**config.mk**
```make
export PLATFORM = sky130hd
export DESIGN_NAME = ksa_sub_pipe
export DESIGN_NICKNAME = d
export VERILOG_FILES = /design/src/rtl/ksa_sub_pipe.sv
export SDC_FILE = /design/constraint.sdc
export NUM_CORES = 1
export LEC_CHECK = 0
export BUFFER_PORTS_ARGS = -buffer_cell sky130_fd_sc_hd__buf_2
export CORE_UTILIZATION = 58
export CTS_BUF_LIST = sky130_fd_sc_hd__clkbuf_2 sky130_fd_sc_hd__clkbuf_4 sky130_fd_sc_hd__clkbuf_8
export DETAILED_ROUTE_END_ITERATION = 8
export HOLD_SLACK_MARGIN = 0.1
export PLACE_DENSITY = 0.83
export SLEW_MARGIN = 10
export SYNTH_ARGS = -nofsm -noshare
export SYNTH_HDL_FRONTEND = slang
export SYNTH_SLANG_ARGS = --single-unit
```
**constraint.sdc**
```tcl
create_clock -name clk -period 1.5 [get_ports clk]
set_clock_uncertainty 0.1 [all_clocks]
set_input_delay 0.15 -clock clk [delete_from_list [all_inputs] [get_ports clk]]
set_output_delay 0.15 -clock clk [all_outputs]
set_load 0.05 [all_outputs]
```
**src/rtl/ksa_sub_pipe.sv**
```systemverilog
// 8-bit Kogge-Stone subtractor (a - b - bin) split over three valid/ready pipeline stages.
// Optional build macro KSA_SUB_SAT_EN clamps the difference to the signed range on overflow.
module ksa_sub_pipe (
    input  logic       clk,
    input  logic       rst,
    input  logic       in_valid,
    output logic       in_ready,
    input  logic [7:0] a,
    input  logic [7:0] b,
    input  logic       bin,
    output logic       out_valid,
    input  logic       out_ready,
    output logic [7:0] diff,
    output logic       bout,
    output logic       ovf
);
    logic ld1, ld2, ld3;
    logic v1_q, v2_q, v3_q;

    // S1: bit-level propagate/generate of a + ~b, carry-in = ~bin
    logic [7:0] p0_s1_q, g0_s1_q, p0_s1_d, g0_s1_d;
    logic       cin_s1_q, cin_s1_d, a7_s1_q, b7_s1_q;

    // S2: prefix levels 1-2 (group spans up to 4)
    logic [7:0] gf, g1, g2_d, g2_q, p0_s2_q;
    logic [7:2] p1;
    logic [7:4] p2_d, p2_q;
    logic       cin_s2_q, a7_s2_q, b7_s2_q;

    // S3: level 3, carries and result
    logic [7:0] g3, raw, diff_d, diff_q;
    logic [8:0] carry;
    logic       bout_d, bout_q, ovf_d, ovf_q;

    // Each stage refills as soon as its own contents move on, so bubbles collapse.
    assign ld3      = !v3_q || out_ready;
    assign ld2      = !v2_q || ld3;
    assign ld1      = !v1_q || ld2;
    assign in_ready = ld1;

    assign out_valid = v3_q;
    assign diff      = diff_q;
    assign bout      = bout_q;
    assign ovf       = ovf_q;

    always_comb begin
        p0_s1_d  = a ^ ~b;
        g0_s1_d  = a & ~b;
        cin_s1_d = ~bin;
    end

    // NOTE: every always_comb output gets a full default before any partial update, so no latch is inferred.
    always_comb begin
        gf    = g0_s1_q;
        gf[0] = g0_s1_q[0] | (p0_s1_q[0] & cin_s1_q);
        g1    = gf;
        p1    = '0;
        for (int i = 1; i < 8; i++) begin
            g1[i] = gf[i] | (p0_s1_q[i] & gf[i-1]);
        end
        for (int i = 2; i < 8; i++) begin
            p1[i] = p0_s1_q[i] & p0_s1_q[i-1];
        end
        g2_d = g1;
        p2_d = '0;
        for (int i = 2; i < 8; i++) begin
            g2_d[i] = g1[i] | (p1[i] & g1[i-2]);
        end
        for (int i = 4; i < 8; i++) begin
            p2_d[i] = p1[i] & p1[i-2];
        end
    end

    always_comb begin
        g3 = g2_q;
        for (int i = 4; i < 8; i++) begin
            g3[i] = g2_q[i] | (p2_q[i] & g2_q[i-4]);
        end
        carry  = {g3, cin_s2_q};
        raw    = p0_s2_q ^ carry[7:0];
        bout_d = ~carry[8];
        ovf_d  = (a7_s2_q ^ b7_s2_q) & (a7_s2_q ^ raw[7]);
`ifdef KSA_SUB_SAT_EN
        diff_d = ovf_d ? (a7_s2_q ? 8'h80 : 8'h7F) : raw;
`else
        diff_d = raw;
`endif
    end

    // NOTE: sequential state uses non-blocking assignments so every stage samples the pre-edge values of the one before it.
    always_ff @(posedge clk) begin
        if (rst) begin
            v1_q     <= 1'b0;
            v2_q     <= 1'b0;
            v3_q     <= 1'b0;
            // NOTE: data registers are reset too, so the outputs read zero right after reset.
            p0_s1_q  <= '0;
            g0_s1_q  <= '0;
            cin_s1_q <= 1'b0;
            a7_s1_q  <= 1'b0;
            b7_s1_q  <= 1'b0;
            p0_s2_q  <= '0;
            g2_q     <= '0;
            p2_q     <= '0;
            cin_s2_q <= 1'b0;
            a7_s2_q  <= 1'b0;
            b7_s2_q  <= 1'b0;
            diff_q   <= '0;
            bout_q   <= 1'b0;
            ovf_q    <= 1'b0;
        end else begin
            if (ld1) begin
                v1_q <= in_valid;
                if (in_valid) begin
                    p0_s1_q  <= p0_s1_d;
                    g0_s1_q  <= g0_s1_d;
                    cin_s1_q <= cin_s1_d;
                    a7_s1_q  <= a[7];
                    b7_s1_q  <= b[7];
                end
            end
            if (ld2) begin
                v2_q <= v1_q;
                if (v1_q) begin
                    p0_s2_q  <= p0_s1_q;
                    g2_q     <= g2_d;
                    p2_q     <= p2_d;
                    cin_s2_q <= cin_s1_q;
                    a7_s2_q  <= a7_s1_q;
                    b7_s2_q  <= b7_s1_q;
                end
            end
            if (ld3) begin
                v3_q <= v2_q;
                if (v2_q) begin
                    diff_q <= diff_d;
                    bout_q <= bout_d;
                    ovf_q  <= ovf_d;
                end
            end
        end
    end
endmodule
```
==> summary.txt <==
Clock tree
  • Total CTS buffers: 5
  • CTS Sinks: 55
  • Total setup buffers inserted after CTS: 0
  • CTS tree: yes
  • Worst-path clk slew: 0.09 ns
  • H-Tree Depth: 2
  • Clock root cell: clkbuf_8
  • Worst-Skew Late Latency: 0.32 ns
  • Clock buffer depth: 2

Timing
  • Normalized max-slew margin: 78.87%
  • Final Setup Violations: 0
  • Slew @ Worst Pin: 0.3158 ns
  • Setup TNS: 0 ns
  • Fin crit share: 95.83%
  • Hold violation total from the final report: 0
  • Min Tclk post-route: 1.437 ns
  • Count of final max-slew check failures: 0
  • RSZ-0062 raised after global routing: yes
  • Fmax: 0.6957 GHz

Floorplanning
  • Row Count: 22
  • Die Ht: 64.37 µm
  • Initial Util: 61.16%
  • Die width: 64.37 µm
  • Top Ports: 33
  • Core Area: 3689 µm²
  • Area of the die: 4143 µm²

Yosys
  • Yosys reg bits: 55
  • Mean Syn Cell Area: 8.233 µm²
  • Warnings, synthesis: 0
  • Synth top area share: 48.81%
  • Register area share after synthesis: 48.81%
  • Post-synthesis instance area: 2256 µm²
  • Syn Nets: 303
  • Area contributors post-synth: dfxtp_1 49%, nand2_1 12%, a21oi_1 9.5%
  • EDFF count, synth: 0
  • Dominant cell type by area after synthesis: dfxtp_1
  • Cells after synthesis: 274
  • Post-synth ARST share: 0%
  • Cell variety after synth: 28
  • Most used DFF post-synth: dfxtp_1

Power and ir drop
  • Worst vdd ir: 0.8172 mV
  • PD cells: 1021 nW/µm²
  • P_leak: 1.079 nW

Setup path
  • R2r setup slk: 0.07 ns
  • CP arrival: 1.19 ns
  • Crit path kind: register to output port
  • CP Capture Type: output port
  • Reg2Reg Depth: 4
  • CP startpoint: v2_q
  • Crit path to: in_ready
  • WP data required: 1.25 ns
  • R2r startpoint: p2_q[6]
  • Worst setup SP type: register
  • CP Max Fanout: 4
  • FF-to-FF End: ovf

Run
  • Max-Cap Viols: 0

Cells and area
  • Final nets: 337
  • Syn-to-layout area delta: 17.91%
  • Layout cell share with drive strength beyond 1: 18.51%
  • Diode count: 0
  • Commonest non-fill, non-tap cells in the layout: 68 x nand2_1, 52 x dfxtp_1, 43 x a21oi_1
  • Core Util, Final: 72.12%
  • Most common cell after layout, fill and taps aside: nand2_1

Routing
  • Met1 WL: 2.026 mm
  • Routed wl met3: 204 µm
  • First drt pass iteration count: 5
  • Top Layer Used: met4
  • Drt total wl: 4.223 mm
  • DR WL/cell: 11.86 µm
  • Drt initial violations: 57
  • Vias: 1842
  • Metal2 WL: 1.935 mm
  • Drt via density: 5.174
  • DRC errors left: 0
  • Post-DRT Antenna Nets: 0

Place
  • IO Port Bufs: 32
  • Final Wtd Congestion: 0.8282
  • HPWL Detailed: 2.953 mm

Global routing
  • Total GRT Usage: 22.13%
  • Vias in the first global route: 1603
  • Antenna violations before repair: 0
  • Total grt overflow: 0
  • Largest net degree at the start of global routing: 56
  • First-pass GRT wire length: 6.969 mm

Min path
  • Hold Crit Class: primary input to register

Run status
  • Outcome: complete, no violations
metal layers:
metal / up-vias / global-route usage, %
li1: 980 / -
met2: 45 / 34.21
met4: 0 / 11.11
met3: 4 / 5.000
met1: 813 / 28.81
met5: - / 0
repair_timing:
item / in CTS / in global routing
setup endpoints to repair: 0 / 22
gates resized for setup: 0 / 11
hold buffers: 5 / 0
endpoints found under the hold margin: 6 / 0
per-stage QoR:
stage	setup slack, ns	hold WS, ns	std cells	instance area (µm²)	power [mW]
2_1_floorplan	-0.3903	0.1442	274	2300	1.830
3_3_place_gp	0.1428	0.2484	344	2496	1.915
3_5_place_dp	0.07118	0.2537	344	2496	1.924
4_1_cts	0.03357	0.1160	356	2634	2.732
5_1_grt	-0.03020	0.1331	356	2660	2.845
6_report	0.06251	0.1114	356	2660	2.717
worst min path at each step:
stage	start	end	slack, ns	cells after the start
2_1_floorplan	bin	cin_s1_q	0.14	1
3_3_place_gp	bin	cin_s1_q	0.25	2
3_5_place_dp	bin	cin_s1_q	0.25	2
4_1_cts	a[1]	g0_s1_q[1]	0.12	4
5_1_grt	a[0]	p0_s1_q[0]	0.13	4
6_report	a[0]	p0_s1_q[0]	0.11	4
synthesized netlist by cell type, types with 2 or more instances:
cell type / n
buf_2: 9
a211oi_1: 8
and2_1: 4
or3_1: 3
mux2i_1: 5
nand2_1: 70
nand3b_1: 2
xnor2_1: 8
clkbuf_1: 6
a311oi_1: 2
dfxtp_1: 55
nor3_1: 3
a21oi_1: 43
a21o_1: 4
nand3_1: 2
ha_1: 8
nor2_1: 21
inv_1: 11
critical path, stage by stage, from the launching register on:
cell and delay [ns]:
dfxtp_1 0.37, nand4b_1 0.25, buf_6 0.25
state kept, by name, summed over array words and instances (netlist names):
register   flops
diff           8
g0_s1_q        8
g2_q           8
p0_s1_q        8
p0_s2_q        8
p2_q           4
a7_s1_q        1
a7_s2_q        1
b7_s1_q        1
b7_s2_q        1
bout           1
cin_s1_q       1
cin_s2_q       1
out_valid      1
ovf            1
v1_q           1
v2_q           1
area by class of cell:
| type | count | area, µm² |
|---|---|---|
| flip-flops and latches | 55 | 1107 |
| multi-input cells | 192 | 1071 |
| fillers | 310 | 1028 |
| repair buffers | 43 | 292.8 |
| clock buffers | 6 | 82.58 |
| well taps | 48 | 60.06 |
| inverters | 11 | 41.29 |
| clock inverters | 1 | 5.005 |
logic make-up (layout without fill, tap and decap cells):
kind of cell	after synthesis	count (layout)	share of synthesized area, %
xor gates and xnor gates	8	8	3.106
DFF	55	55	48.81
and+or+nand+nor	110	110	20.47
buffers and inverters	27	61	4.991
AOI/OAI and AO/OA	61	61	15.97
adders and majority gates	8	8	4.437
muxes	5	5	2.219
where the power goes:
| group | total [mW] | internal, mW | switching [mW] | leakage [nW] |
|---|---|---|---|---|
| Sequential | 1.57 | 1.52 | 0.0524 | 0.450 |
| Clock | 0.812 | 0.363 | 0.449 | 0.0470 |
| Combinational | 0.331 | 0.137 | 0.195 | 0.582 |
(Power assumes the default switching activity.)
